## src/rtl/kd_tree_wb_if.sv

```systemverilog
// Wishbone initiator-side bundle between the KD-tree loader and the tree's slave port.
interface kd_tree_wb_if;
    logic        wbs_cyc_o;
    logic        wbs_stb_o;
    logic        wbs_we_o;
    logic [3:0]  wbs_sel_o;
    logic [31:0] wbs_adr_o;
    logic [31:0] wbs_dat_o;
    logic        wbs_ack_i;
    logic [31:0] wbs_dat_i;

    modport master (
        output wbs_cyc_o, wbs_stb_o, wbs_we_o, wbs_sel_o, wbs_adr_o, wbs_dat_o,
        input  wbs_ack_i, wbs_dat_i
    );

    modport slave (
        input  wbs_cyc_o, wbs_stb_o, wbs_we_o, wbs_sel_o, wbs_adr_o, wbs_dat_o,
        output wbs_ack_i, wbs_dat_i
    );
endinterface

```

## src/rtl/kd_tree_wb_loader.sv

```systemverilog
// Streams KD-tree node records into the tree as two-beat Wishbone writes and
// optionally reads every node back, counting nodes that differ from a shadow copy.
module kd_tree_wb_loader #(
    parameter int INTERNAL_WIDTH    = 22,
    parameter int NUM_NODES         = 63,
    parameter int WB_ADDRESS_OFFSET = 495,
    parameter int TIMEOUT           = 15
) (
    input  logic                      clk,
    input  logic                      rst_n,
    input  logic                      start,
    input  logic                      verify_en,
    input  logic                      node_valid,
    input  logic [INTERNAL_WIDTH-1:0] node_data,
    output logic                      node_ready,
    output logic                      wb_mode,
    kd_tree_wb_if.master              wb,
    output logic                      busy,
    output logic                      done,
    output logic                      error,
    output logic [5:0]                mismatch_count,
    output logic [5:0]                fail_index
);

    localparam int HALF_W = INTERNAL_WIDTH / 2;
    localparam int IDX_W  = 6;
    localparam int TMO_W  = $clog2(TIMEOUT + 1);

    localparam logic [IDX_W-1:0] LAST_IDX = IDX_W'(NUM_NODES - 1);
    localparam logic [TMO_W-1:0] TMO_LAST = TMO_W'(TIMEOUT - 1);

    localparam logic [2:0] ST_IDLE  = 3'd0;
    localparam logic [2:0] ST_FETCH = 3'd1;
    localparam logic [2:0] ST_WR_LO = 3'd2;
    localparam logic [2:0] ST_WR_HI = 3'd3;
    localparam logic [2:0] ST_RD_LO = 3'd4;
    localparam logic [2:0] ST_RD_HI = 3'd5;
    localparam logic [2:0] ST_DONE  = 3'd6;
    localparam logic [2:0] ST_ERR   = 3'd7;

    logic [2:0]                state;
    logic [INTERNAL_WIDTH-1:0] rec;
    logic [IDX_W-1:0]          widx;
    logic [IDX_W-1:0]          ridx;
    logic                      verify_q;
    logic [TMO_W-1:0]          tcnt;
    logic                      node_mis;
    logic [INTERNAL_WIDTH-1:0] shadow [NUM_NODES];
    logic [INTERNAL_WIDTH-1:0] shadow_rd;

    logic              is_wr;
    logic              is_rd;
    logic              stb;
    logic              hi_half;
    logic [IDX_W-1:0]  cur_idx;
    logic [HALF_W-1:0] data_half;
    logic [HALF_W-1:0] rd_half;
    logic              unused_dat_hi;

    assign shadow_rd     = shadow[ridx];
    assign rd_half       = wb.wbs_dat_i[HALF_W-1:0];
    assign unused_dat_hi = ^wb.wbs_dat_i[31:HALF_W];

    // Every bus and status output is decoded from registered state, so all are 0 in IDLE.
    assign is_wr     = (state == ST_WR_LO) || (state == ST_WR_HI);
    assign is_rd     = (state == ST_RD_LO) || (state == ST_RD_HI);
    assign stb       = is_wr || is_rd;
    assign hi_half   = (state == ST_WR_HI) || (state == ST_RD_HI);
    assign cur_idx   = is_wr ? widx : ridx;
    assign data_half = (state == ST_WR_LO) ? rec[HALF_W-1:0] :
                       (state == ST_WR_HI) ? rec[INTERNAL_WIDTH-1:HALF_W] : '0;

    assign wb.wbs_cyc_o = stb;
    assign wb.wbs_stb_o = stb;
    assign wb.wbs_we_o  = is_wr;
    assign wb.wbs_sel_o = stb ? 4'hF : 4'h0;
    assign wb.wbs_adr_o = stb ? (32'(WB_ADDRESS_OFFSET) + 32'(cur_idx)) : 32'd0;
    assign wb.wbs_dat_o = stb ? {{(31 - HALF_W){1'b0}}, hi_half, data_half} : 32'd0;

    assign node_ready = (state == ST_FETCH);
    assign busy       = (state != ST_IDLE);
    assign wb_mode    = (state != ST_IDLE);
    assign done       = (state == ST_DONE);

    always_ff @(posedge clk) begin
        if (state == ST_FETCH && node_valid) begin
            shadow[widx] <= node_data;
        end
    end

    // The low write half is a fire-and-forget beat; every other beat waits for
    // ack with a timeout counter that restarts on each beat.
    always_ff @(posedge clk) begin
        if (!rst_n) begin
            state          <= ST_IDLE;
            rec            <= '0;
            widx           <= '0;
            ridx           <= '0;
            verify_q       <= 1'b0;
            tcnt           <= '0;
            node_mis       <= 1'b0;
            error          <= 1'b0;
            mismatch_count <= '0;
            fail_index     <= '0;
        end else begin
            case (state)
                ST_IDLE: begin
                    if (start) begin
                        verify_q       <= verify_en;
                        widx           <= '0;
                        ridx           <= '0;
                        mismatch_count <= '0;
                        fail_index     <= '0;
                        error          <= 1'b0;
                        state          <= ST_FETCH;
                    end
                end
                ST_FETCH: begin
                    if (node_valid) begin
                        rec   <= node_data;
                        state <= ST_WR_LO;
                    end
                end
                ST_WR_LO: begin
                    tcnt  <= '0;
                    state <= ST_WR_HI;
                end
                ST_WR_HI: begin
                    if (wb.wbs_ack_i) begin
                        tcnt <= '0;
                        if (widx == LAST_IDX) begin
                            ridx  <= '0;
                            state <= verify_q ? ST_RD_LO : ST_DONE;
                        end else begin
                            widx  <= widx + 1'b1;
                            state <= ST_FETCH;
                        end
                    end else if (tcnt == TMO_LAST) begin
                        error <= 1'b1;
                        state <= ST_ERR;
                    end else begin
                        tcnt <= tcnt + 1'b1;
                    end
                end
                ST_RD_LO: begin
                    if (wb.wbs_ack_i) begin
                        node_mis <= (rd_half != shadow_rd[HALF_W-1:0]);
                        tcnt     <= '0;
                        state    <= ST_RD_HI;
                    end else if (tcnt == TMO_LAST) begin
                        error <= 1'b1;
                        state <= ST_ERR;
                    end else begin
                        tcnt <= tcnt + 1'b1;
                    end
                end
                ST_RD_HI: begin
                    if (wb.wbs_ack_i) begin
                        if (node_mis || (rd_half != shadow_rd[INTERNAL_WIDTH-1:HALF_W])) begin
                            if (mismatch_count == '0) begin
                                fail_index <= ridx;
                            end
                            if (mismatch_count != '1) begin
                                mismatch_count <= mismatch_count + 1'b1;
                            end
                        end
                        tcnt <= '0;
                        if (ridx == LAST_IDX) begin
                            state <= ST_DONE;
                        end else begin
                            ridx  <= ridx + 1'b1;
                            state <= ST_RD_LO;
                        end
                    end else if (tcnt == TMO_LAST) begin
                        error <= 1'b1;
                        state <= ST_ERR;
                    end else begin
                        tcnt <= tcnt + 1'b1;
                    end
                end
                ST_ERR:  state <= ST_DONE;
                ST_DONE: state <= ST_IDLE;
                default: state <= ST_IDLE;
            endcase
        end
    end

endmodule

```

## src/flat_wrapper.sv

```systemverilog
// flat-port wrapper written by rule: the top's interface ports become plain ports
module kd_tree_wb_loader_flat 
#(
    parameter int INTERNAL_WIDTH    = 22,
    parameter int NUM_NODES         = 63,
    parameter int WB_ADDRESS_OFFSET = 495,
    parameter int TIMEOUT           = 15
)
  (clk, rst_n, start, verify_en, node_valid, node_data, node_ready, wb_mode, busy, done, error, mismatch_count, fail_index, wb_wbs_cyc_o, wb_wbs_stb_o, wb_wbs_we_o, wb_wbs_sel_o, wb_wbs_adr_o, wb_wbs_dat_o, wb_wbs_ack_i, wb_wbs_dat_i);
  kd_tree_wb_if wb_i ();
  input  logic clk;
  input  logic rst_n;
  input  logic start;
  input  logic verify_en;
  input  logic node_valid;
  input  logic [INTERNAL_WIDTH-1:0] node_data;
  output logic node_ready;
  output logic wb_mode;
  output logic busy;
  output logic done;
  output logic error;
  output logic [5:0] mismatch_count;
  output logic [5:0] fail_index;
  output wire logic [$bits(wb_i.wbs_cyc_o)-1:0] wb_wbs_cyc_o;
  output wire logic [$bits(wb_i.wbs_stb_o)-1:0] wb_wbs_stb_o;
  output wire logic [$bits(wb_i.wbs_we_o)-1:0] wb_wbs_we_o;
  output wire logic [$bits(wb_i.wbs_sel_o)-1:0] wb_wbs_sel_o;
  output wire logic [$bits(wb_i.wbs_adr_o)-1:0] wb_wbs_adr_o;
  output wire logic [$bits(wb_i.wbs_dat_o)-1:0] wb_wbs_dat_o;
  input wire logic [$bits(wb_i.wbs_ack_i)-1:0] wb_wbs_ack_i;
  input wire logic [$bits(wb_i.wbs_dat_i)-1:0] wb_wbs_dat_i;
  assign wb_wbs_cyc_o = wb_i.wbs_cyc_o;
  assign wb_wbs_stb_o = wb_i.wbs_stb_o;
  assign wb_wbs_we_o = wb_i.wbs_we_o;
  assign wb_wbs_sel_o = wb_i.wbs_sel_o;
  assign wb_wbs_adr_o = wb_i.wbs_adr_o;
  assign wb_wbs_dat_o = wb_i.wbs_dat_o;
  assign wb_i.wbs_ack_i = wb_wbs_ack_i;
  assign wb_i.wbs_dat_i = wb_wbs_dat_i;
  kd_tree_wb_loader #(.INTERNAL_WIDTH(INTERNAL_WIDTH), .NUM_NODES(NUM_NODES), .WB_ADDRESS_OFFSET(WB_ADDRESS_OFFSET), .TIMEOUT(TIMEOUT)) u_core (.clk(clk), .rst_n(rst_n), .start(start), .verify_en(verify_en), .node_valid(node_valid), .node_data(node_data), .node_ready(node_ready), .wb_mode(wb_mode), .wb(wb_i), .busy(busy), .done(done), .error(error), .mismatch_count(mismatch_count), .fail_index(fail_index));
endmodule
```

## config.mk

```make
export PLATFORM = sky130hd
export DESIGN_NAME = kd_tree_wb_loader_flat
export DESIGN_NICKNAME = d
export VERILOG_FILES = /design/src/rtl/kd_tree_wb_if.sv /design/src/rtl/kd_tree_wb_loader.sv /design/src/flat_wrapper.sv
export SDC_FILE = /design/constraint.sdc
export NUM_CORES = 1
export LEC_CHECK = 0
export CORE_UTILIZATION = 57
export CTS_CLUSTER_DIAMETER = 80
export DETAILED_ROUTE_END_ITERATION = 16
export DONT_BUFFER_PORTS = 1
export GPL_TIMING_DRIVEN = 0
export PLACE_DENSITY_LB_ADDON = 0.12
export SYNTH_ARGS = -nofsm -noshare
export SYNTH_HDL_FRONTEND = slang
export SYNTH_SLANG_ARGS = --single-unit
```

## constraint.sdc

```tcl
create_clock -name clk -period 3.8 [get_ports clk]
set_input_delay 0.19 -clock clk [delete_from_list [all_inputs] [get_ports clk]]
set_output_delay 0.19 -clock clk [all_outputs]
set_load 0.005 [all_outputs]
```

==> load_flow_metrics.sql, run 1 <==
INSERT INTO impl_metrics (metric_group, metric, value, unit) VALUES
('floorplanning', 'core_region_area', '98900', 'um2'),
('synthesis', 'synth_seq_area_share', '74.9', '%'),
('min_path', 'hold_path_depth', '4', ''),
('clock_tree', 'cts-htree-levels', '4', ''),
('floorplanning', 'design.die.area', '102000', 'um2'),
('synthesis', 'synth.cell_area', '57200', 'um2'),
('finish', 'fillCellCount', '5865', ''),
('grt', 'grt_start_max_net_pins', '65', ''),
('synthesis', 'synth.distinct_cells', '73', ''),
('sta', 'total_setup_violations_reported_at_the_end_of_the_flow', '96', ''),
('status', 'failing_checks', 'setup timing', ''),
('setup_path', 'worstRegToRegCells', '7', ''),
('pwr', 'peak_supply_drop', '0.000518', 'V'),
('finish', 'multi_input_area', '13900', 'um2'),
('sta', 'finClkSkew', '0.0331', 'ns'),
('setup_path', 'regToRegEndpoint', 'u_core.shadow[51][3]$_DFFE_PP_', ''),
('finish', 'area_delta_synth_final', '20.7', '%'),
('synthesis', 'synth-edff-count', '1386', ''),
('grt', 'number_of_antenna_violations_at_the_first_check_in_global_routing', '4', ''),
('placement', 'place.gp.congestion', '0.904', ''),
('sta', 'fmax', '249', 'MHz'),
('synthesis', 'synth_seq_cells', '1448', ''),
('drt', 'postRouteAntennaNets', '0', ''),
('pwr', 'power-per-cell-area', '485', 'nW/um2'),
('placement', 'io_buffer_count', '0', ''),
('drt', 'drc_errors', '0', ''),
('grt', 'grt_pass1_vias', '31700', ''),
('setup_path', 'critPathLaunchType', 'flop', ''),
('sta', 'holdWs', '0.0331', 'ns'),
('synthesis', 'synth_top_cell_by_area', 'edfxtp_1', ''),
('status', 'run_status', 'complete, but fails checks', ''),
('clock_tree', 'clk_path_buf_depth', '3', ''),
('drt', 'wl_per_cell', '39.8', 'um'),
('clock_tree', 'cts.sink_count', '1448', ''),
('floorplanning', 'io_pins', '148', ''),
('pwr', 'power.static_leakage', '0.0219', 'uW'),
('run', 'max_cap_violations', '0', ''),
('drt', 'drt_iter0_markers', '5407', ''),
('sta', 'hold_viol_final', '0', ''),
('synthesis', 'syn_avg_cell_area', '20.4', 'um2'),
('setup_path', 'path_class', 'reg -> reg', ''),
('floorplanning', 'placementRows', '115', ''),
('setup_path', 'r2r_start', 'u_core.state[0]$_SDFFE_PN0P_', ''),
('sta', 'period_share', '106', '%'),
('synthesis', 'netlist_instances', '2802', ''),
('placement', 'place.detailed.hpwl', '114000', 'um'),
('grt', 'grt_util_all_layers', '36.0', '%'),
('synthesis', 'synthArstFlopShare', '0', '%'),
('synthesis', 'most_common_flop_cell_mapped_by_yosys', 'edfxtp_1', ''),
('synthesis', 'synth_top_cell_area_share', '72.8', '%'),
('drt', 'via_density', '7.08', ''),
('sta', 'setup_repair_after_global_routing_missed_its_margin', 'true', ''),
('clock_tree', 'root_buffer', 'clkbuf_16', ''),
('setup_path', 'cp_data_required_time', '4.24', 'ns'),
('synthesis', 'synth_area_leaders', 'edfxtp_1, mux4_2, dfxtp_1, mux2i_1, nand2_1', ''),
('setup_path', 'worst_path_max_fanout', '13', ''),
('min_path', 'hold_path.class', 'in -> reg', ''),
('min_path', 'worst_hold_startpoint', 'wb_wbs_dat_i[4]', ''),
('sta', 'finalSetupTns', '-11.34', 'ns'),
('drt', 'drtPass1Iterations', '6', ''),
('setup_path', 'timing.critical_path.to_type', 'flop', ''),
('grt', 'grt_pass1_wl', '247000', 'um'),
('min_path', 'hold_end', 'u_core.node_mis$_SDFFE_PN0P_', ''),
('sta', 'timing.slew.headroom', '16.3', '%'),
('grt', 'grt-ovfl-total', '0', ''),
('floorplanning', 'fp.dieH', '319', 'um'),
('setup_path', 'setup.reg_to_reg.worst_slack', '-0.21', 'ns'),
('clock_tree', 'cts_made_buffers', '144', ''),
('synthesis', 'yosys_warnings', '0', ''),
('finish', 'final-seq-area', '42900', 'um2'),
('clock_tree', 'clock_insertion_delay_worst_skew', '0.76', 'ns'),
('floorplanning', 'start_util', '57.9', '%'),
('sta', 'timing.final.max_slew_violations', '0', ''),
('drt', 'route.vias.total', '32800', ''),
('drt', 'routed_wl', '184000', 'um'),
('clock_tree', 'cts.reportedPaths.clkPinSlew', '0.06', 'ns'),
('sta', 'post_layout_minimum_cycle_time', '4.01', 'ns'),
('sta', 'timing.final.ws_setup', '-0.214', 'ns'),
('setup_path', 'cp_data_arrival_time', '4.45', 'ns'),
('finish', 'fin_nets', '3309', ''),
('finish', 'final_layout_size_suffix_gt1_share', '32.6', '%'),
('floorplanning', 'die_x', '319', 'um'),
('sta', 'max_slew.worst_pin.slew', '1.25', 'ns'),
('clock_tree', 'tritoncts', 'done', '');
==> metrics by stage <==
step | utilization, % | std cells | instance area, um2 | worst slack, ns | total power, uW
6_report | 69.8 | 4635 | 69000 | -0.214 | 33400
5_1_grt | 69.8 | 4634 | 69000 | -0.260 | 34100
4_1_cts | 68.7 | 4568 | 67900 | -0.268 | 33200
3_5_place_dp | 61.6 | 4191 | 60900 | -2.12 | 19200
3_3_place_gp | 59.6 | 4130 | 59000 | -2.06 | 19200
2_1_floorplan | - | 2843 | 57300 | 0.291 | 18800
==> sequential cells by signal, summed over array words and instances, names as in the netlist, named ones only <==
signal,count
u_core.error,1
u_core.fail_index,6
u_core.mismatch_count,6
u_core.node_mis,1
u_core.rec,22
u_core.ridx,6
u_core.shadow,1386
u_core.state,3
u_core.tcnt,4
u_core.verify_q,1
u_core.widx,6
==> routing by layer <==
layer	global-route usage (%)	vias up	part of all wire (%)
met3	10.8	571	14
met4	15.8	0	5.2
met2	54.1	2880	45
met1	49.1	17000	35
met5	0	-	0
li1	-	12300	-
==> cell type report <==
type                       instances  share of cell area [%]
inverter                          20                   0.116
multi-input combinational       1176                    20.2
tap                             1287                    2.33
buffer                           199                    3.08
clock buffer                     177                    5.62
timing repair buffer             251                    5.60
antenna                            1                 0.00363
sequential                      1448                    62.1
clock inverter                    76                   0.952
==> cell usage after synthesis (13+ instances only) <==
| cell type | number |
|---|---|
| a21oi_1 | 58 |
| a22oi_1 | 13 |
| buf_1 | 20 |
| buf_2 | 30 |
| buf_4 | 62 |
| buf_6 | 23 |
| clkbuf_1 | 62 |
| dfxtp_1 | 62 |
| edfxtp_1 | 1386 |
| inv_1 | 16 |
| mux2i_1 | 76 |
| mux4_2 | 371 |
| nand2_1 | 143 |
| nand3_1 | 34 |
| nor2_1 | 122 |
| nor2b_1 | 15 |
| o211ai_1 | 13 |
| o21ai_0 | 45 |
| o22ai_1 | 19 |
| xnor2_1 | 24 |
| xor2_1 | 19 |
==> worst max path at each step <==
stage                            startpoint                             end  slack [ns]  cells past startpoint
6_report       u_core.state[0]$_SDFFE_PN0P_  u_core.shadow[51][3]$_DFFE_PP_       -0.21                      7
5_1_grt        u_core.state[0]$_SDFFE_PN0P_  u_core.shadow[17][1]$_DFFE_PP_       -0.26                      7
4_1_cts                                flop    u_core.node_mis$_SDFFE_PN0P_       -0.27                     16
3_5_place_dp                           flop    u_core.node_mis$_SDFFE_PN0P_       -2.12                     13
3_3_place_gp                           flop    u_core.node_mis$_SDFFE_PN0P_       -2.06                     13
2_1_floorplan                          flop    u_core.node_mis$_SDFFE_PN0P_        0.29                     12
==> power breakdown <==
part           switching [uW]  internal, uW
Combinational            1050           923
Sequential               19.9         17500
Clock                    5980          7970
Total                    7050         26400
==> logic make-up (layout without fill, tap and decap cells) <==
| kind of cell | Yosys count | count (layout) | synth area share (%) |
|---|---|---|---|
| xor+xnor | 43 | 43 | 0.659 |
| mux | 459 | 459 | 16.2 |
| other cells | 1 | 43 | 0.00656 |
| simple gates | 405 | 407 | 3.25 |
| buf+inv | 221 | 723 | 2.31 |
| compound gates | 216 | 216 | 2.45 |
| flops | 1448 | 1448 | 74.9 |
| fa+ha+maj | 9 | 9 | 0.197 |
==> cell usage in the layout, fill, tap and decap left out, types with 48 or more instances in the layout <==
| master | n |
|---|---|
| nor2_4 | 63 |
| mux2i_1 | 72 |
| nand2_1 | 143 |
| clkbuf_16 | 156 |
| clkbuf_1 | 48 |
| edfxtp_1 | 1386 |
| mux4_2 | 371 |
| nor2_1 | 57 |
| buf_16 | 66 |
| a21oi_1 | 55 |
| buf_4 | 153 |
| dfxtp_1 | 60 |
| buf_12 | 84 |
==> worst max-delay path: stages (launching register included) <==
cell      delay, ns
dfxtp_1        0.37
clkbuf_1       0.35
and3_1         0.32
and2_1         0.14
clkbuf_1       0.46
nand3_1        0.91
nor2_4         0.84
buf_12         0.26
==> what timing repair did <==
action                      CTS  global route
hold endpoints to repair   1434             1
hold buffers                 54             1
pin swaps                    27            32
cloned                        2             3
buffers inserted             70            63
gates resized for setup     235           104
setup endpoints to repair   346           347
(Power assumes the default switching activity.)
==> inputs of run 2 (changes only) <==
--- a/config.mk
+++ b/config.mk
@@ -7,3 +7,3 @@
 export LEC_CHECK = 0
-export CORE_UTILIZATION = 57
+export CORE_UTILIZATION = 40
 export CTS_CLUSTER_DIAMETER = 80
==> constraint.sdc (replaced) <==
create_clock -name clk -period 3.8 [get_ports clk]
set_input_delay 0.57 -clock clk [delete_from_list [all_inputs] [get_ports clk]]
set_output_delay 0.57 -clock clk [all_outputs]
set_load 0.005 [all_outputs]
==> run 2 against run 1 <==
The flow still finishes with violations (setup timing). Total power grew 1.5%. Via count shrank 3.3%. Worst hold slack gained 0.083 ns. Clock power grew 4%. Routed wire length grew 6.4%. Register-to-register slack gained 0.08 ns. Worst setup slack gained 0.075 ns. Core utilization shrank 21 points. Die area grew 42%. Design area grew 0.26%. Largest power group unchanged. Sequential power is essentially flat. Global-route usage shrank 9.0 points.
==> load_flow_metrics.sql, run 2 (synthesized netlist as in run 1, its figures left out) <==
INSERT INTO impl_metrics (metric_group, metric, value, unit) VALUES
('grt', 'grt-ovfl-total', '0', ''),
('setup_path', 'cp_data_arrival_time', '4.60', 'ns'),
('floorplanning', 'placementRows', '138', ''),
('finish', 'area_delta_synth_final', '21.0', '%'),
('setup_path', 'worst_path_max_fanout', '10', ''),
('grt', 'grt_start_max_net_pins', '65', ''),
('pwr', 'p_total', '34000', 'uW'),
('floorplanning', 'io_pins', '148', ''),
('finish', 'final_layout_size_suffix_gt1_share', '32.5', '%'),
('sta', 'timing.final.max_slew_violations', '0', ''),
('pwr', 'power.share.switching', '21.3', '%'),
('setup_path', 'timing.critical_path.slowest_stage_cell', 'mux4_2', ''),
('clock_tree', 'cts_made_buffers', '148', ''),
('drt', 'drtPass1Iterations', '6', ''),
('status', 'run_status', 'complete, but fails checks', ''),
('pwr', 'power.share.combinational', '5.6', '%'),
('setup_path', 'timing.critical_path.to_type', 'flop', ''),
('grt', 'grt_util_all_layers', '27.0', '%'),
('pwr', 'part_of_the_power_in_registers', '51.6', '%'),
('pwr', 'power.net_switching', '7240', 'uW'),
('sta', 'finalSetupTns', '-0.329', 'ns'),
('status', 'failing_checks', 'setup timing', ''),
('pwr', 'power_share_of_the_clock_group', '42.8', '%'),
('setup_path', 'path_class', 'reg -> reg', ''),
('run', 'max_cap_violations', '0', ''),
('drt', 'route.vias.total', '31700', ''),
('placement', 'place.gp.congestion', '0.861', ''),
('setup_path', 'crit_top_cell', 'buf_16', ''),
('sta', 'period_share', '104', '%'),
('pwr', 'power.internal', '26700', 'uW'),
('floorplanning', 'die_x', '380', 'um'),
('finish', 'mostFrequentLayoutCell', 'edfxtp_1', ''),
('pwr', 'power.static_leakage', '0.0216', 'uW'),
('clock_tree', 'cts-htree-levels', '4', ''),
('finish', 'largestRegisters', 'u_core.shadow x1386, u_core.rec x22', ''),
('clock_tree', 'root_buffer', 'clkbuf_16', ''),
('setup_path', 'path_cells', 'buf_6 > buf_12 > buf_16 > buf_16 > buf_16 > buf_16 > buf_12 > mux4_2 > mux4_2 > mux4_2 > xor2_1 > nor4_1 > a21oi_1', ''),
('sta', 'hold_viol_final', '0', ''),
('drt', 'via_density', '6.13', ''),
('finish', 'finish.cell_count_without_fillers', '5176', ''),
('drt', 'route.met3.wl', '19700', 'um'),
('setup_path', 'cp_data_required_time', '4.46', 'ns'),
('sta', 'finClkSkew', '0.0245', 'ns'),
('drt', 'postRouteAntennaNets', '0', ''),
('clock_tree', 'clk_path_buf_depth', '3', ''),
('finish', 'fin_nets', '3237', ''),
('clock_tree', 'tritoncts', 'done', ''),
('sta', 'timing.final.ws_setup', '-0.138', 'ns'),
('setup_path', 'critPathBufInv', '7', ''),
('grt', 'number_of_antenna_violations_at_the_first_check_in_global_routing', '10', ''),
('sta', 'holdWs', '0.116', 'ns'),
('pwr', 'peak_supply_drop', '0.000363', 'V'),
('grt', 'grt_pass1_wl', '263000', 'um'),
('sta', 'max_slew.worst_pin.slew', '1.13', 'ns'),
('drt', 'drt_iter0_markers', '4566', ''),
('placement', 'place.detailed.hpwl', '128000', 'um'),
('sta', 'post_layout_minimum_cycle_time', '3.94', 'ns'),
('sta', 'setup_repair_after_global_routing_missed_its_margin', 'true', ''),
('placement', 'io_buffer_count', '0', ''),
('drt', 'routed_wl', '196000', 'um'),
('placement', 'placed_cells', '4807', ''),
('floorplanning', 'design.die.area', '144000', 'um2'),
('drt', 'routed.top_layer', 'met5', ''),
('sta', 'fmax', '254', 'MHz'),
('grt', 'grt_pass1_vias', '31000', ''),
('setup_path', 'max_stage_delay', '0.57', 'ns'),
('drt', 'met2_wirelength', '89400', 'um'),
('setup_path', 'critPathLaunchType', 'flop', ''),
('finish', 'largest_register_ffs', '1386', ''),
('drt', 'wl_per_cell', '37.9', 'um'),
('setup_path', 'timing.critical_path.max_delay_family', 'multiplexers', ''),
('floorplanning', 'start_util', '40.3', '%'),
('pwr', 'power-per-cell-area', '491', 'nW/um2'),
('floorplanning', 'fp.dieH', '380', 'um'),
('drt', 'routed_length_on_met1', '79300', 'um'),
('drt', 'drc_errors', '0', ''),
('clock_tree', 'cts.reportedPaths.clkPinSlew', '0.06', 'ns'),
('finish', 'layout_common_cells', 'edfxtp_1, mux4_2, clkbuf_16', ''),
('sta', 'total_setup_violations_reported_at_the_end_of_the_flow', '3', ''),
('clock_tree', 'clock_insertion_delay_worst_skew', '0.79', 'ns'),
('finish', 'final_core_utilization', '48.8', '%'),
('sta', 'timing.slew.headroom', '25.0', '%'),
('finish', 'largest_register', 'u_core.shadow', ''),
('floorplanning', 'core_region_area', '142000', 'um2'),
('clock_tree', 'cts.sink_count', '1448', ''),
('min_path', 'hold_path.class', 'in -> reg', '');
[run 2: changes by cell type in the layout (fill, tap and decap cells not counted), sizes merged, moves of 3 or more]
cell / change
inv: +3
clkinv: -5
dlygate4sd3: -31
buf: -42
clkbuf: +9
[run 2: final timing paths]
check                             startpoint                            to  slack, ns  cells after the start
setup reg to reg                        flop  u_core.node_mis$_SDFFE_PN0P_      -0.14                     13
hold / removal                    node_valid  u_core.state[0]$_SDFFE_PN0P_       0.12                      3
setup / recovery                        flop  u_core.node_mis$_SDFFE_PN0P_      -0.14                     13
hold reg to reg   u_core.rec[4]$_SDFFE_PN0P_    u_core.rec[4]$_SDFFE_PN0P_       0.46                      2
[run 2: layer usage]
metal	global-route usage (%)	vias up
met5	0	-
met4	9.85	4
met3	5.96	400
met2	41.1	2025
met1	38.1	17100
li1	-	12200
[run 2: stage by stage]
step	setup WS (ns)	area, um2
floorplan	0.291	57300
finish	-0.138	69200
global route	-0.195	69200
detailed placement	-2.05	61800
CTS	-0.178	68500
global placement	-2.67	59700
[run 2: area by class of cell]
class	count	area, um2
Clock buffer	188	4000
Sequential cell	1448	42900
Buffer	198	2070
Tap cell	1890	2360
Fill cell	11400	72600
Timing Repair Buffer	178	3120
Antenna cell	2	5.00
Multi-Input combinational cell	1174	13900
Clock inverter	78	769
Inverter	20	81.3
[run 2: power groups by stage]
stage / Combinational, uW / Clock (uW) / Sequential [uW]
finish: 1910 / 14500 / 17500
global route: 2010 / 15200 / 17500
CTS: 1860 / 14700 / 17500
detailed placement: 1390 / 0 / 17900
global placement: 1360 / 0 / 17900
floorplan: 986 / 0 / 17900
[run 2: tightest hold or removal path, cell delays in order]
cell,delay (ns)
o21ai_0,0.12
a222oi_1,0.08
nor2_1,0.10
[run 2: what timing repair did]
item	CTS	global route
hold buffers	24	0
pin swaps	22	23
resized for setup	271	54
endpoints found under the setup margin	156	235
gates cloned	1	3
buffers inserted	40	36
endpoints found under the hold margin	1410	0
